<file path="src/rtl/fwd_hazard_unit.sv">
// ID/EX forwarding-select and load-use stall unit for the 5-stage pipeline.
// Optional late WB->MEM store-data forwarding: FWD_HAZARD_STORE_LATE_FWD_EN.
module fwd_hazard_unit #(
    parameter int REG_ADDR_W = 5,
    parameter int LOAD_LAT   = 1,
    parameter int CNT_W      = 16
) (
    input  logic                  Clk,
    input  logic                  Rst_n,
    input  logic                  Flush,
    input  logic [REG_ADDR_W-1:0] ID_Rs,
    input  logic [REG_ADDR_W-1:0] ID_Rt,
    input  logic                  ID_UsesRs,
    input  logic                  ID_UsesRt,
    input  logic                  ID_IsStore,
    input  logic [REG_ADDR_W-1:0] EX_Rd,
    input  logic                  EX_RegWrite,
    input  logic                  EX_MemRead,
    input  logic [REG_ADDR_W-1:0] MEM_Rd,
    input  logic                  MEM_RegWrite,
    output logic                  Stall,
    output logic [1:0]            FwdA,
    output logic [1:0]            FwdB,
    output logic [1:0]            FwdSD,
    output logic [CNT_W-1:0]      StallCycles
);

    localparam logic [1:0] SEL_RF   = 2'b00;
    localparam logic [1:0] SEL_EXM  = 2'b01;
    localparam logic [1:0] SEL_MWB  = 2'b10;
    localparam logic [1:0] SEL_LATE = 2'b11;

    localparam logic [2:0] LAT_M1 = 3'(LOAD_LAT - 1);
    localparam bit         MULTI  = (LOAD_LAT > 1);

    typedef enum logic {
        S_IDLE,
        S_STALL
    } state_e;

    state_e           state_q, state_d;
    logic [2:0]       cnt_q, cnt_d;
    logic [1:0]       fwd_a_q, fwd_a_d;
    logic [1:0]       fwd_b_q, fwd_b_d;
    logic [1:0]       fwd_sd_q, fwd_sd_d;
    logic [CNT_W-1:0] cyc_q, cyc_d;

    logic rs_ex, rs_mem;
    logic rt_ex, rt_mem;
    logic detect;
    logic stall_c;
    logic [1:0] sel_a, sel_b, sel_sd;

    function automatic logic [1:0] pick(
        input logic ex_hit,
        input logic mem_hit
    );
        logic [1:0] r;
        r = SEL_RF;
        if (ex_hit) begin
            r = SEL_EXM;
        end else if (mem_hit) begin
            r = SEL_MWB;
        end
        return r;
    endfunction

    // Register $0 is hard-wired, so it never matches a producer.
    always_comb begin
        rs_ex  = EX_RegWrite  && (EX_Rd  == ID_Rs) && (EX_Rd  != '0);
        rt_ex  = EX_RegWrite  && (EX_Rd  == ID_Rt) && (EX_Rd  != '0);
        rs_mem = MEM_RegWrite && (MEM_Rd == ID_Rs) && (MEM_Rd != '0);
        rt_mem = MEM_RegWrite && (MEM_Rd == ID_Rt) && (MEM_Rd != '0);
    end

    always_comb begin
        sel_a  = SEL_RF;
        sel_b  = SEL_RF;
        sel_sd = SEL_RF;
        if (ID_UsesRs) begin
            sel_a = pick(rs_ex, rs_mem);
        end
        if (ID_UsesRt) begin
            sel_b = pick(rt_ex, rt_mem);
        end
        if (ID_IsStore) begin
            sel_sd = pick(rt_ex, rt_mem);
`ifdef FWD_HAZARD_STORE_LATE_FWD_EN
            if (EX_MemRead && rt_ex) begin
                sel_sd = SEL_LATE;
            end
`endif
        end
    end

    // Store data alone can be picked up late in MEM when the feature is on.
    always_comb begin
        detect = 1'b0;
        if (EX_MemRead) begin
`ifdef FWD_HAZARD_STORE_LATE_FWD_EN
            detect = (ID_UsesRs && rs_ex) ||
                     (ID_UsesRt && rt_ex);
`else
            detect = (ID_UsesRs && rs_ex) ||
                     ((ID_UsesRt || ID_IsStore) && rt_ex);
`endif
        end
    end

    always_comb begin
        state_d = state_q;
        cnt_d   = cnt_q;
        stall_c = 1'b0;
        if (Flush) begin
            state_d = S_IDLE;
            cnt_d   = '0;
        end else begin
            unique case (state_q)
                S_IDLE: begin
                    stall_c = detect;
                    if (detect && MULTI) begin
                        state_d = S_STALL;
                        cnt_d   = LAT_M1;
                    end
                end
                S_STALL: begin
                    stall_c = 1'b1;
                    if (cnt_q <= 3'd1) begin
                        state_d = S_IDLE;
                        cnt_d   = '0;
                    end else begin
                        cnt_d = cnt_q - 3'd1;
                    end
                end
                default: begin
                    state_d = S_IDLE;
                    cnt_d   = '0;
                end
            endcase
        end
    end

    always_comb begin
        fwd_a_d  = sel_a;
        fwd_b_d  = sel_b;
        fwd_sd_d = sel_sd;
        if (Flush || stall_c) begin
            fwd_a_d  = SEL_RF;
            fwd_b_d  = SEL_RF;
            fwd_sd_d = SEL_RF;
        end
    end

    always_comb begin
        cyc_d = cyc_q;
        if (stall_c && (cyc_q != '1)) begin
            cyc_d = cyc_q + CNT_W'(1);
        end
    end

    always_ff @(posedge Clk or negedge Rst_n) begin
        if (!Rst_n) begin
            state_q  <= S_IDLE;
            cnt_q    <= '0;
            fwd_a_q  <= SEL_RF;
            fwd_b_q  <= SEL_RF;
            fwd_sd_q <= SEL_RF;
            cyc_q    <= '0;
        end else begin
            state_q  <= state_d;
            cnt_q    <= cnt_d;
            fwd_a_q  <= fwd_a_d;
            fwd_b_q  <= fwd_b_d;
            fwd_sd_q <= fwd_sd_d;
            cyc_q    <= cyc_d;
        end
    end

    assign Stall       = Rst_n && stall_c;
    assign FwdA        = fwd_a_q;
    assign FwdB        = fwd_b_q;
    assign FwdSD       = fwd_sd_q;
    assign StallCycles = cyc_q;

endmodule

</file>
<file path="config.mk">
export PLATFORM = sky130hd
export DESIGN_NAME = fwd_hazard_unit
export DESIGN_NICKNAME = d
export VERILOG_FILES = /design/src/rtl/fwd_hazard_unit.sv
export SDC_FILE = /design/constraint.sdc
export NUM_CORES = 1
export LEC_CHECK = 0
export ABC_AREA = 1
export ABC_CLOCK_PERIOD_IN_PS = 2150
export CELL_PAD_IN_SITES_DETAIL_PLACEMENT = 2
export CELL_PAD_IN_SITES_GLOBAL_PLACEMENT = 2
export CORE_ASPECT_RATIO = 0.5
export CORE_MARGIN = 8
export CORE_UTILIZATION = 25
export DETAILED_ROUTE_END_ITERATION = 10
export PLACE_DENSITY = 0.8
export SETUP_SLACK_MARGIN = 0.5
export SLEW_MARGIN = 20
export SYNTH_ARGS = -nofsm -noshare
export SYNTH_HDL_FRONTEND = slang
export SYNTH_SLANG_ARGS = --single-unit
</file>
<file path="constraint.sdc">
create_clock -name Clk -period 2.15 [get_ports Clk]
set_input_delay 0.645 -clock Clk [delete_from_list [all_inputs] [get_ports Clk]]
set_output_delay 0.645 -clock Clk [all_outputs]
set_load 0.02 [all_outputs]
</file>
Word level (Yosys, flattened, before mapping)
Cells that the tools add are included.
Widths: inputs -> output; s select.
{ "classes": {"addsub": 2, "magnitude_cmp": 1, "n_eq_ne": 5, "n_mux": 19, "bitwise_logic": 1, "n_reduce_logical": 18} }
{ "op_table": {"columns": ["cell", "n"], "rows": [
  ["$eq 5x5->1", 4],
  ["$mux 2", 10],
  ["$add 16x1->16 const B", 1],
  ["$ne 16x16->1 const B", 1],
  ["$logic_and 1x1->1", 12],
  ["$reduce_bool 5->1", 2],
  ["$mux 3", 3],
  ["$mux 1", 5],
  ["$le 3x1->1 const B", 1],
  ["$logic_or 1x1->1", 3],
  ["$sub 3x1->3 const B", 1],
  ["$pmux 1 s2", 1],
  ["$reduce_bool 2->1", 1],
  ["$not 1->1", 1]
]} }
{ "word_totals": {"register_bits": 26, "input_bits": 29, "out_inout_bits": 23, "word_cells": 52} }

Longest topological paths before layout
{ "logic_depth": {"word_depth": 10, "mapped_depth": 14, "depth_no_buf": 13} }

Least setup slack after synthesis
Ideal clock, no wire load.
{ "synth_path": {"path_type": "input to output", "start": "input port ID_Rs[4]", "end": "output port Stall", "t_arrival_ps": 1740, "required_ps": 1505, "slack_ps": -235, "stages": 9, "path_buffers": 0, "path_cell_list": "inv_1 -> nand2_1 -> nand2_1 -> nand2_1 -> nor2_1 -> nand3_1 -> nand2_1 -> nand3_2 -> a21boi_0"} }
{ "synth_between": {"elab_chain_len": 9} }
{ "synth_rtl": {"columns": ["item", "line", "source"], "rows": [
  ["start: declaration", "11", "input logic [REG_ADDR_W-1:0] ID_Rs,"],
  ["$eq 5x5->1", "70", "rs_ex = EX_RegWrite && (EX_Rd == ID_Rs) && (EX_Rd != '0);"],
  ["$logic_and 1x1->1 (2 in series)", "70", null],
  ["$logic_and 1x1->1", "104", "detect = (ID_UsesRs && rs_ex) ||"],
  ["$logic_or 1x1->1", "104", null],
  ["$mux 1", "99", "if (EX_MemRead) begin"],
  ["$pmux 1 s2", "118", "unique case (state_q)"],
  ["$mux 1", "114", "if (Flush) begin"],
  ["$logic_and 1x1->1", "179", "assign Stall = Rst_n && stall_c;"],
  ["end: declaration", "21", "output logic Stall,"]
]} }
No other way between the ends.

Final worst setup path
{ "layout_path": {"start": "input port ID_Rt[1]", "end": "output port Stall"} }
{ "layout_between": {"elab_chain_len": 9} }
{ "layout_rtl": {"columns": ["item", "line", "source"], "rows": [
  ["start: declaration", "12", "input logic [REG_ADDR_W-1:0] ID_Rt,"],
  ["$eq 5x5->1", "71", "rt_ex = EX_RegWrite && (EX_Rd == ID_Rt) && (EX_Rd != '0);"],
  ["$logic_and 1x1->1 (2 in series)", "71", null],
  ["$logic_and 1x1->1", "105", "((ID_UsesRt || ID_IsStore) && rt_ex);"],
  ["$logic_or 1x1->1", "104", null],
  ["$mux 1", "99", null],
  ["$pmux 1 s2", "118", null],
  ["$mux 1", "114", null],
  ["$logic_and 1x1->1", "179", null]
]} }
No other way between the ends.

==> out/metrics.cfg <==
[sta]
fmax_ghz=0.407
max_slew_margin_pct=74.0
min_period_ns=2.46
fin_crit_sh_pct=114
tightest_slew_ns=0.389
rsz0062_at_grt=yes
tns_ns=-1.84
finalWorstSetupSlack_ns=-0.306
hold_violations=0
finClkSkew_ns=0.0138
maxSlewViolCount=0
setup_viol_count_final=19

[final_layout]
stdcell_count=476
n_antenna_cell=0
layout_common_cells=nand2_1 (69), buf_4 (40), buf_6 (35)
final_layout_size_suffix_gt1_share_pct=50.5
layout_commonest_cell=nand2_1
area_growth_pct=97.4
final_nets=417

[flow_run]
drv_cap=0

[run_status]
status=finished, violations left
violations=negative setup slack

[floorplanning]
die_y_um=75.2
die_area_um2=10100
die_w_um=134
core_area_um2=6730
ios=52
rows=21
initial_core_util_pct=26.1

[clocking]
cts_tree=done
clk_pin_slew_ns=0.07
htreeDepth=1
clock_sinks=26
hold_buffers=0
cts_made_buffers=3
cts_buffer_depth=2
cts-root-buf=clkbuf_16
clk_latency_ns=0.29

[pwr]
powerDensity_nw_per_um2=419
leakagePower_nw=1.75
power_mw=1.45
peakVddDrop_v=0.000282

[worst_setup_path]
crit_slowest_cell=a21boi_4
arrival_ns=1.81
crit_fanout=3
worstPathCellList=buf_4, inv_2, nand2_1, nand2_1, inv_1, nand2_1, nor2_2, nand3_2, nand2_2, nand3_4, a21boi_4, buf_6
cpMostUsedCell=nand2_1
cp-end-kind=output pin
required_ns=1.50
start_kind=input pin
cp_slowest_stage_delay_ns=0.14
crit_type=input pin to output pin

[synth]
yosys_register_bits=26
ys_warn_count=0
synthTopCellsByArea=dfrtp_1 (37%), nand2_1 (20%), inv_1 (8.8%)
synth_top_area_share_pct=37.1
yosysTopAreaCell=dfrtp_1
synthCells=262
synth.avg_cell_area_um2=6.70
ys_types=26
synth_nets=294
synth_area_um2=1750
seq_area_frac_synth_pct=37.1

[route]
drtAntennaViolNets=0
wl_met3_um=346
drc=0
routedWlPerCell_um=24.5
avgViaCountPerCell=4.92
first_iter_violations=112
wl_met1_mm=4.52
vias=2342
dr.pass1.iters=4
wl_mm=11.7
wl_met2_mm=6.38
route.top_layer_used=met4

[placement]
dpl.cell_count=425
gp_congestion=0.940
io_buffers=51
dpl.hpwl_mm=5.25

[global_route]
antenna_found_initial=0
grt_max_degree=27
grt_usage_pct=18.7
grt_pass1_vias=2638
overflow=0
grt_pass1_wl_mm=14.7

[worst_hold_path]
hold_path_class=flop to flop

-- timing repair --
action,CTS,global route
pin swaps,30,33
endpoints found under the setup margin,47,39
cloned,2,0
resized for setup,194,95
hold endpoints to repair,0,0
buffers inserted,30,15
-- where the power goes --
part           internal [mW]  leakage (nW)  total [mW]  switching [mW]
registers              0.496         0.348       0.507          0.0110
clock network          0.373        0.0511       0.592           0.220
logic                  0.169          1.36       0.352           0.183
total                   1.04          1.75        1.45           0.413
-- routing by layer --
metal,vias to the layer above,GRT usage (%)
met3,27,2.33
met2,60,40.6
met4,0,5.43
li1,1068,-
met5,-,0
met1,1187,18.6
-- Yosys cell counts (all sizes together) --
library cell   n
a21boi         1
a21oi          3
a221oi         1
buf            2
clkinv         1
dfrtp         26
ha             3
inv           45
nand2         95
nand3         28
nand4          2
nor2          26
nor3           7
nor4           1
o2111ai        3
o21ai          2
o22ai          4
or2            2
xnor2          4
xor2           6
-- final timing paths --
kind,start,to,slack (ns),depth (start not counted)
min in group asynchronous,Rst_n,FwdA[1],0.83,2
hold reg to reg,StallCycles[5],StallCycles[5],0.54,2
max in group asynchronous,Rst_n,StallCycles[10],0.99,2
setup / recovery,ID_Rt[1],Stall,-0.31,12
setup reg to reg,StallCycles[0],StallCycles[13],0.01,11
hold / removal,StallCycles[5],StallCycles[5],0.54,2
-- critical path: cells and delay by family --
family                 cells  cell delay (ns)
AND/OR/NAND/NOR            7             0.69
buffers and inverters      4             0.34
AO/OA/AOI/OAI              1             0.14
-- state kept, by name, summed over array words and instances (netlist names) --
| register | count |
|---|---|
| StallCycles | 16 |
| cnt_q | 3 |
| FwdA | 2 |
| FwdB | 2 |
| FwdSD | 2 |
| state_q | 1 |
-- kinds of logic after synthesis --
family / synth area share [%]
compound gates: 5.28
xor+xnor: 4.99
buf+inv: 11.1
flops: 37.1
fa+ha+maj: 2.14
simple gates: 39.4
-- cell type report --
type | count | area, µm²
Fill cell | 762 | 3260
Tap cell | 92 | 115
Multi-Input combinational cell | 188 | 1230
Clock inverter | 1 | 30.0
Clock buffer | 3 | 75.1
Sequential cell | 26 | 662
Inverter | 46 | 200
Timing Repair Buffer | 120 | 1150
-- through the flow --
step	utilization [%]	hold WS [ns]	worst slack, ns	area [µm²]
floorplan	-	0.349	0.0657	1780
detailed placement	38.3	0.530	-1.25	2580
global route	51.5	0.561	-0.368	3460
finish	51.5	0.536	-0.306	3460
global placement	38.3	0.501	-1.16	2580
CTS	46.7	0.547	-0.234	3140
Power figures use the tool's default switching activity.
